File: src/rtl/cdb_writeback_arbiter.sv
// Common data bus writeback arbiter: four per-source holding FIFOs feeding one
// registered CDB broadcast per cycle, round-robin, with branch squash/resolve.
package cdb_pkg;
  typedef struct packed {
    logic        valid;
    logic        spec;
    logic [4:0]  rob_tag;
    logic [31:0] value;
    logic [31:0] inst;
    logic [31:0] NPC;
  } EX_WR_PACKET;
endpackage

module cdb_writeback_arbiter
  import cdb_pkg::*;
#(
  parameter int FIFO_DEPTH = 2
) (
  input  logic        clock,
  input  logic        reset,
  input  EX_WR_PACKET alu_packet_in,
  input  EX_WR_PACKET addr_packet_in,
  input  EX_WR_PACKET mult_packet_in,
  input  EX_WR_PACKET load_packet_in,
  input  logic        branch_determined,
  input  logic        branch_misprediction,
  output EX_WR_PACKET cdb_packet_out,
  output logic        alu_stall,
  output logic        addr_stall,
  output logic        rs_mult_exec_stall,
  output logic        load_stall,
  output logic [1:0]  grant_src
);
  localparam int CW = $clog2(FIFO_DEPTH + 1);

  EX_WR_PACKET   ent_q   [4][FIFO_DEPTH];
  EX_WR_PACKET   ent_d   [4][FIFO_DEPTH];
  logic [CW-1:0] count_q [4];
  logic [CW-1:0] count_d [4];
  logic [1:0]    rr_ptr_q, rr_ptr_d;
  logic [1:0]    grant_q, grant_d;
  EX_WR_PACKET   cdb_q, cdb_d;

  EX_WR_PACKET   pkt_in [4];
  logic [3:0]    stall, eligible, enq;
  logic          found;
  logic [1:0]    gnt;
  logic          squash, resolve;

  assign pkt_in[0] = alu_packet_in;
  assign pkt_in[1] = addr_packet_in;
  assign pkt_in[2] = mult_packet_in;
  assign pkt_in[3] = load_packet_in;

  assign squash  = branch_misprediction;
  assign resolve = branch_determined & ~branch_misprediction;

  // Stall comes only from the registered count so sources see a stable value all cycle.
  always_comb begin
    stall    = '0;
    eligible = '0;
    enq      = '0;
    for (int i = 0; i < 4; i++) begin
      stall[i]    = (count_q[i] == CW'(FIFO_DEPTH));
      eligible[i] = (count_q[i] != '0) && !(squash && ent_q[i][0].spec);
      enq[i]      = pkt_in[i].valid && !stall[i] && !(squash && pkt_in[i].spec);
    end
  end

  always_comb begin
    found = 1'b0;
    gnt   = rr_ptr_q;
    for (int off = 0; off < 4; off++) begin
      if (!found && eligible[rr_ptr_q + 2'(off)]) begin
        found = 1'b1;
        gnt   = rr_ptr_q + 2'(off);
      end
    end
  end

  // Head sits in slot 0: survivors are packed down in order (dequeue and squash
  // both open gaps), then the incoming packet lands behind them.
  always_comb begin
    int   n;
    logic keep;
    n    = 0;
    keep = 1'b0;
    for (int i = 0; i < 4; i++) begin
      n = 0;
      for (int k = 0; k < FIFO_DEPTH; k++) ent_d[i][k] = ent_q[i][k];
      for (int s = 0; s < FIFO_DEPTH; s++) begin
        keep = (s < int'(count_q[i])) && !(found && (gnt == 2'(i)) && (s == 0)) &&
               !(squash && ent_q[i][s].spec);
        if (keep) begin
          for (int k = 0; k < FIFO_DEPTH; k++) begin
            if (k == n) begin
              ent_d[i][k]      = ent_q[i][s];
              ent_d[i][k].spec = ent_q[i][s].spec & ~resolve;
            end
          end
          n = n + 1;
        end
      end
      if (enq[i]) begin
        for (int k = 0; k < FIFO_DEPTH; k++) begin
          if (k == n) begin
            ent_d[i][k]      = pkt_in[i];
            ent_d[i][k].spec = pkt_in[i].spec & ~resolve;
          end
        end
        n = n + 1;
      end
      count_d[i] = CW'(n);
    end
  end

  always_comb begin
    cdb_d    = '0;
    rr_ptr_d = rr_ptr_q;
    grant_d  = grant_q;
    if (found) begin
      cdb_d      = ent_q[gnt][0];
      cdb_d.spec = ent_q[gnt][0].spec & ~resolve;
      rr_ptr_d   = gnt + 2'd1;
      grant_d    = gnt;
    end
  end

  always_ff @(posedge clock) begin
    if (reset) begin
      for (int i = 0; i < 4; i++) count_q[i] <= '0;
      rr_ptr_q <= '0;
      grant_q  <= '0;
      cdb_q    <= '0;
    end else begin
      for (int i = 0; i < 4; i++) count_q[i] <= count_d[i];
      rr_ptr_q <= rr_ptr_d;
      grant_q  <= grant_d;
      cdb_q    <= cdb_d;
    end
  end

  // Entry storage is qualified by count, so it needs no reset.
  always_ff @(posedge clock) begin
    for (int i = 0; i < 4; i++)
      for (int k = 0; k < FIFO_DEPTH; k++) ent_q[i][k] <= ent_d[i][k];
  end

  assign cdb_packet_out     = cdb_q;
  assign grant_src          = grant_q;
  assign alu_stall          = stall[0];
  assign addr_stall         = stall[1];
  assign rs_mult_exec_stall = stall[2];
  assign load_stall         = stall[3];
endmodule
File: config.mk
export PLATFORM = sky130hd
export DESIGN_NAME = cdb_writeback_arbiter
export DESIGN_NICKNAME = d
export VERILOG_FILES = /design/src/rtl/cdb_writeback_arbiter.sv
export SDC_FILE = /design/constraint.sdc
export NUM_CORES = 2
export LEC_CHECK = 0
export CAP_MARGIN = 15
export CORE_MARGIN = 10
export CORE_UTILIZATION = 39
export CTS_BUF_LIST = sky130_fd_sc_hd__clkbuf_16
export DETAILED_ROUTE_END_ITERATION = 16
export PLACE_DENSITY = 0.62
export SLEW_MARGIN = 10
export SYNTH_ARGS = -nofsm -noshare
export SYNTH_HDL_FRONTEND = slang
export SYNTH_SLANG_ARGS = --single-unit
File: constraint.sdc
create_clock -name clock -period 7.34 [get_ports clock]
set_clock_uncertainty 0.05 [all_clocks]
set_input_delay 1.835 -clock clock [delete_from_list [all_inputs] [get_ports clock]]
set_output_delay 1.835 -clock clock [all_outputs]
set_load 0.005 [all_outputs]
# Word-level counts from Yosys, hierarchy flattened
# Memories as Yosys holds them, arrays and structs flattened.
# Cells that the tools add are included.
op_classes:
  mux: 62
  n_lt_le_gt_ge: 12
  reduce_logical: 80
  eq_ne: 15
  bitwise: 21
  add_sub_neg: 12
ops:
  columns: ["cell", "n"]
  rows:
  - ["two-way mux 206 bit", 8]
  - ["two-way mux 103 bit", 12]
  - ["two-way mux 102 bit", 8]
  - ["equality test 2 x 32 -> 1 bit (first input constant)", 8]
  - ["zero test 32 bit", 8]
  - ["adder 32 x 2 -> 32 bit (second input constant)", 4]
  - ["two-way mux 32 bit", 4]
  - ["logical AND 1 bit", 43]
  - ["zero test 1 bit", 23]
  - ["two-way mux 2 bit", 11]
  - ["less-than comparator 1 x 2 -> 1 bit (first input constant)", 8]
  - ["two-way mux 1 bit", 15]
  - ["bitwise AND 1 bit", 14]
  - ["adder 2 bit (second input constant)", 6]
  - ["equality test 2 bit (second input constant)", 6]
  - ["less-than comparator 2 x 3 -> 1 bit (second input constant)", 4]
  - ["binary-select mux 1 bit (select 2 bit)", 4]
  - ["nonzero test 2 bit", 4]
  - ["adder 2 x 1 -> 2 bit (second input constant)", 2]
  - ["OR 1 bit", 4]
  - ["inverter 1 bit", 3]
  - ["equality test 2 x 1 -> 1 bit (second input constant)", 1]
  - ["zero test 2 bit", 1]
  - ["OR reduction 2 bit", 1]
totals:
  regBits: 107
  memories: 2
  mem_bits_rw: 832
mem_list:
  columns: ["memory", "depth", "width", "rd", "rd_ports_with_merged_regs", "write_ports", "line_no", "source"]
  rows:
  - ["ent_q", 4, 206, 5, 0, 4, "36", "EX_WR_PACKET ent_q [4][FIFO_DEPTH];"]
  - ["count_q", 4, 2, 4, 0, 4, "38", "logic [CW-1:0] count_q [4];"]

# Logic depth before layout (Yosys ltp)
logic_depth:
  depth_word: 26
  mapped_depth: 14
  depth_no_buf: 9

# Worst setup path after synthesis
# Ideal clock, no wire load.
synth_timing:
  kind: "input port to flip-flop"
  startpoint: "input branch_misprediction"
  endpoint: "memory ent_q[1][101] (netlist name)"
  arrival_ps: 5366
  path_slack_ps: 1687
  cell_stages: 10
  n_path_buf: 2
  cell_sequence: "buf_6 > buf_6 > a2bb2oi_1 > a21oi_1 > o22ai_1 > nand2_1 > ha_1 > nand2_1 > inv_1 > o21ai_0"
synth_lines:
  columns: ["item", "line_no", "source"]
  rows:
  - ["from (decl)", "26", "input logic branch_misprediction,"]
  - ["to (decl)", "36", null]

==> flow_summary.toml <==
[logic_synthesis]
synth_commonest_cells = "mux2i_1, dfxtp_1, edfxtp_1, nand2_1, o21ai_0"
netlist.area_leader.share_pct = 34.60
synthTopCellsByArea = "edfxtp_1, dfxtp_1, mux2i_1, nand2_1, o21ai_0"
synth_top_area_cell = "edfxtp_1"
synth_warnings = 0
synth_simple_gate_area_share_pct = 5.259
synth-edff-count = 408
synthArstFlopShare_pct = 0
ys_ff_latch = 939
synth_area_mm2 = 0.03541
synth-adder-area-share_pct = 0.4241
synth_area_per_cell_um2 = 12.50
yosys.area_share.xor_xnor_pct = 0.09895
synth.distinct_cells = 53
seq_area_frac_synth_pct = 64.63
synthCells = 2832
synth_top_family_by_area = "multiplexers"
yosysMostFrequentCell = "mux2i_1"
muxShareOfSynthArea_pct = 17.48
syn_nets = 3260
synth_top_flop_cell = "dfxtp_1"
synth-compound-area-share_pct = 8.962

[sta]
fin_hold_ws_ps = 414.7
worstMarginPinSlew_ps = 1126
slew_headroom_pct = 24.96
rsz0062_at_grt = "false"
max_freq_mhz = 196.0
setup_tns_ps = 0
fin_crit_ps = 5102
setup_viol = 0
slew_violations = 0
hold_violations = 0
postLayoutSetupSlackWorst_ps = 2238
fin_crit_sh_pct = 69.51

[route]
vias_per_cell = 5.045
dr.pass1.iters = 5
num_vias = 23090
routed_wl_mm = 102.3
initialDrtViolationCount = 1767
wl_per_cell_um = 22.35
drc = 0
antenna_left = 0

[critical_path]
slowest_stage = "clkdlybuf4s50_1"
cp_cell_sequence = "clkdlybuf4s50_1 > buf_4 > a2bb2oi_4 > nor2_1 > o22ai_1 > nand2_1 > ha_1 > nand2_1 > inv_6 > buf_4"
crit_family = "buffers and inverters"
rrSetupSlack_ps = 3910
critical_path.max_stage_delay_ps = 690
crit_type = "input port to register"
path_buf_inv = 4
r2r_end = "ent_q[1][46]$_DFFE_PP_"
path_max_fanout = 73
cp_data_required_time_ps = 7630
reg2regPathDepth = 8
r2r_start = "count_q[3][1]$_SDFF_PP0_"
cp-start-kind = "input port"
end_kind = "register"
arrival_ps = 5390

[power_and_ir_drop]
p_leak_nw = 17.87
ir_drop_mv = 0.2184
p_total_mw = 14.65
power-per-cell-area_mw_per_mm2 = 326.7

[global_route]
globalRouteTotalUtil_pct = 19.18
grt_pass1_vias = 22740
grt_max_degree = 134
grt_pass1_wl_mm = 149.9
overflow = 0
grt_antenna_before_repair = 19

[clock_network]
cts.path.max_buffers = 3
cts_tree = "yes"
cts-resized-gates = 0
numCtsBuffers = 101
clock_sinks = 939
cts_post_setup_buffers_inserted = 0
clock_latency_ps = 670
cts.clk_slew.worst_paths_ps = 60
cts_hold_buf = 0
htreeDepth = 3
cts_root_buf = "clkbuf_16"

[worst_hold_path]
whs_endpoint = "ent_q[2][205]$_DFF_P_"
hold_class = "register to register"
hp-start = "ent_q[2][205]$_DFF_P_"
whs_path_depth = 1

[floorplan]
coreArea_mm2 = 0.09001
start_util_pct = 39.33
io_pins = 525
die_area_mm2 = 0.1032
die_w_um = 321.3
die_h_um = 321.3
fp-row-count = 110

[placement]
port_buffers = 524
dp_hpwl_mm = 69.46
dpl.cell_count = 4380
place_ws_ps = 1604
finalWeightedCongestion = 0.7655

[final_layout]
drive_gt1_share_pct = 5.745
syn_to_final_growth_pct = 26.62
fin_nets = 3735
fin_cells = 4577

[flow_run]
timing.max_cap.violations = 0

[status]
status = "finished, final reports clean"
-- cell usage in the layout, fill, tap and decap left out, types with 4 or more instances in the layout --
cell,count
clkbuf_16,104
nor2b_1,6
nand2_1,330
o21ai_0,172
o21ai_1,146
mux2i_1,616
a21oi_1,108
buf_12,13
xnor2_1,4
diode_2,7
clkinv_1,16
bufinv_16,6
ha_1,12
clkinv_2,12
inv_1,60
edfxtp_1,408
clkdlybuf4s50_1,524
dfxtp_1,531
buf_4,23
nor2_1,120
nand3_1,4
o22ai_1,106
-- worst reg2reg max path: stages (launching register included) --
cell and delay [ps]:
dfxtp_1 480, a2bb2oi_4 320, nor2_1 130, o22ai_1 260, nand2_1 200, ha_1 380
nand2_1 110, inv_6 550, buf_4 610
-- how the worst max path moves through the flow --
stage / start / end / depth (start not counted)
detailed placement: branch_misprediction / ent_q[1][59]$_DFFE_PP_ / 10
finish: branch_misprediction / ent_q[1][46]$_DFFE_PP_ / 10
global placement: branch_misprediction / ent_q[1][46]$_DFFE_PP_ / 10
global route: branch_misprediction / ent_q[1][47]$_DFFE_PP_ / 10
floorplan: branch_misprediction / ent_q[1][101]$_DFF_P_ / 10
CTS: branch_misprediction / ent_q[1][46]$_DFFE_PP_ / 10
-- report_power, final --
part           total (mW)  switching (mW)  internal (mW)  leakage, nW
combinational        3.11            1.63           1.49         8.03
sequential           6.66           0.393           6.26         8.12
clock                4.88            2.09           2.78         1.72
total                14.6            4.11           10.5         17.9
-- per-stage QoR --
stage / cell area, um^2 / utilization, %
after global routing: 44830 / 49.80
after global placement: 41610 / 46.22
final: 44830 / 49.81
after floorplan: 35410 / -
after CTS: 44810 / 49.79
after detailed placement: 41610 / 46.22
-- sequential cells by signal (all words and copies together) (netlist names) --
name and flops:
ent_q 824, cdb_packet_out 103, count_q 8, grant_src 2, rr_ptr_q 2
-- layer usage --
layer	track usage, %	share of wire [%]	vias to the layer above
met5	0	0.12	-
met4	5.159	2.0	18
met3	4.841	6.2	139
met2	31.22	47	633
met1	25.16	44	11080
li1	-	-	11220
-- cell type report --
cell class	instances	area, um^2
Tap cell	1176	1471
Timing Repair Buffer	560	5678
Clock inverter	86	604.3
Multi-Input combinational cell	1682	11470
Antenna cell	7	17.52
Clock buffer	104	2603
Inverter	23	103.9
Fill cell	8075	45180
Sequential cell	939	22880
-- logic make-up (layout without fill, tap and decap cells) --
group,after synthesis,after routing
buffers and inverters,211,773
adders and majority gates,12,12
DFF,939,939
and+or+nand+nor,479,479
muxes,618,618
xor gates and xnor gates,4,4
other,0,7
AOI/OAI and AO/OA,569,569
Note: power is estimated with default switching activity, not from simulation.
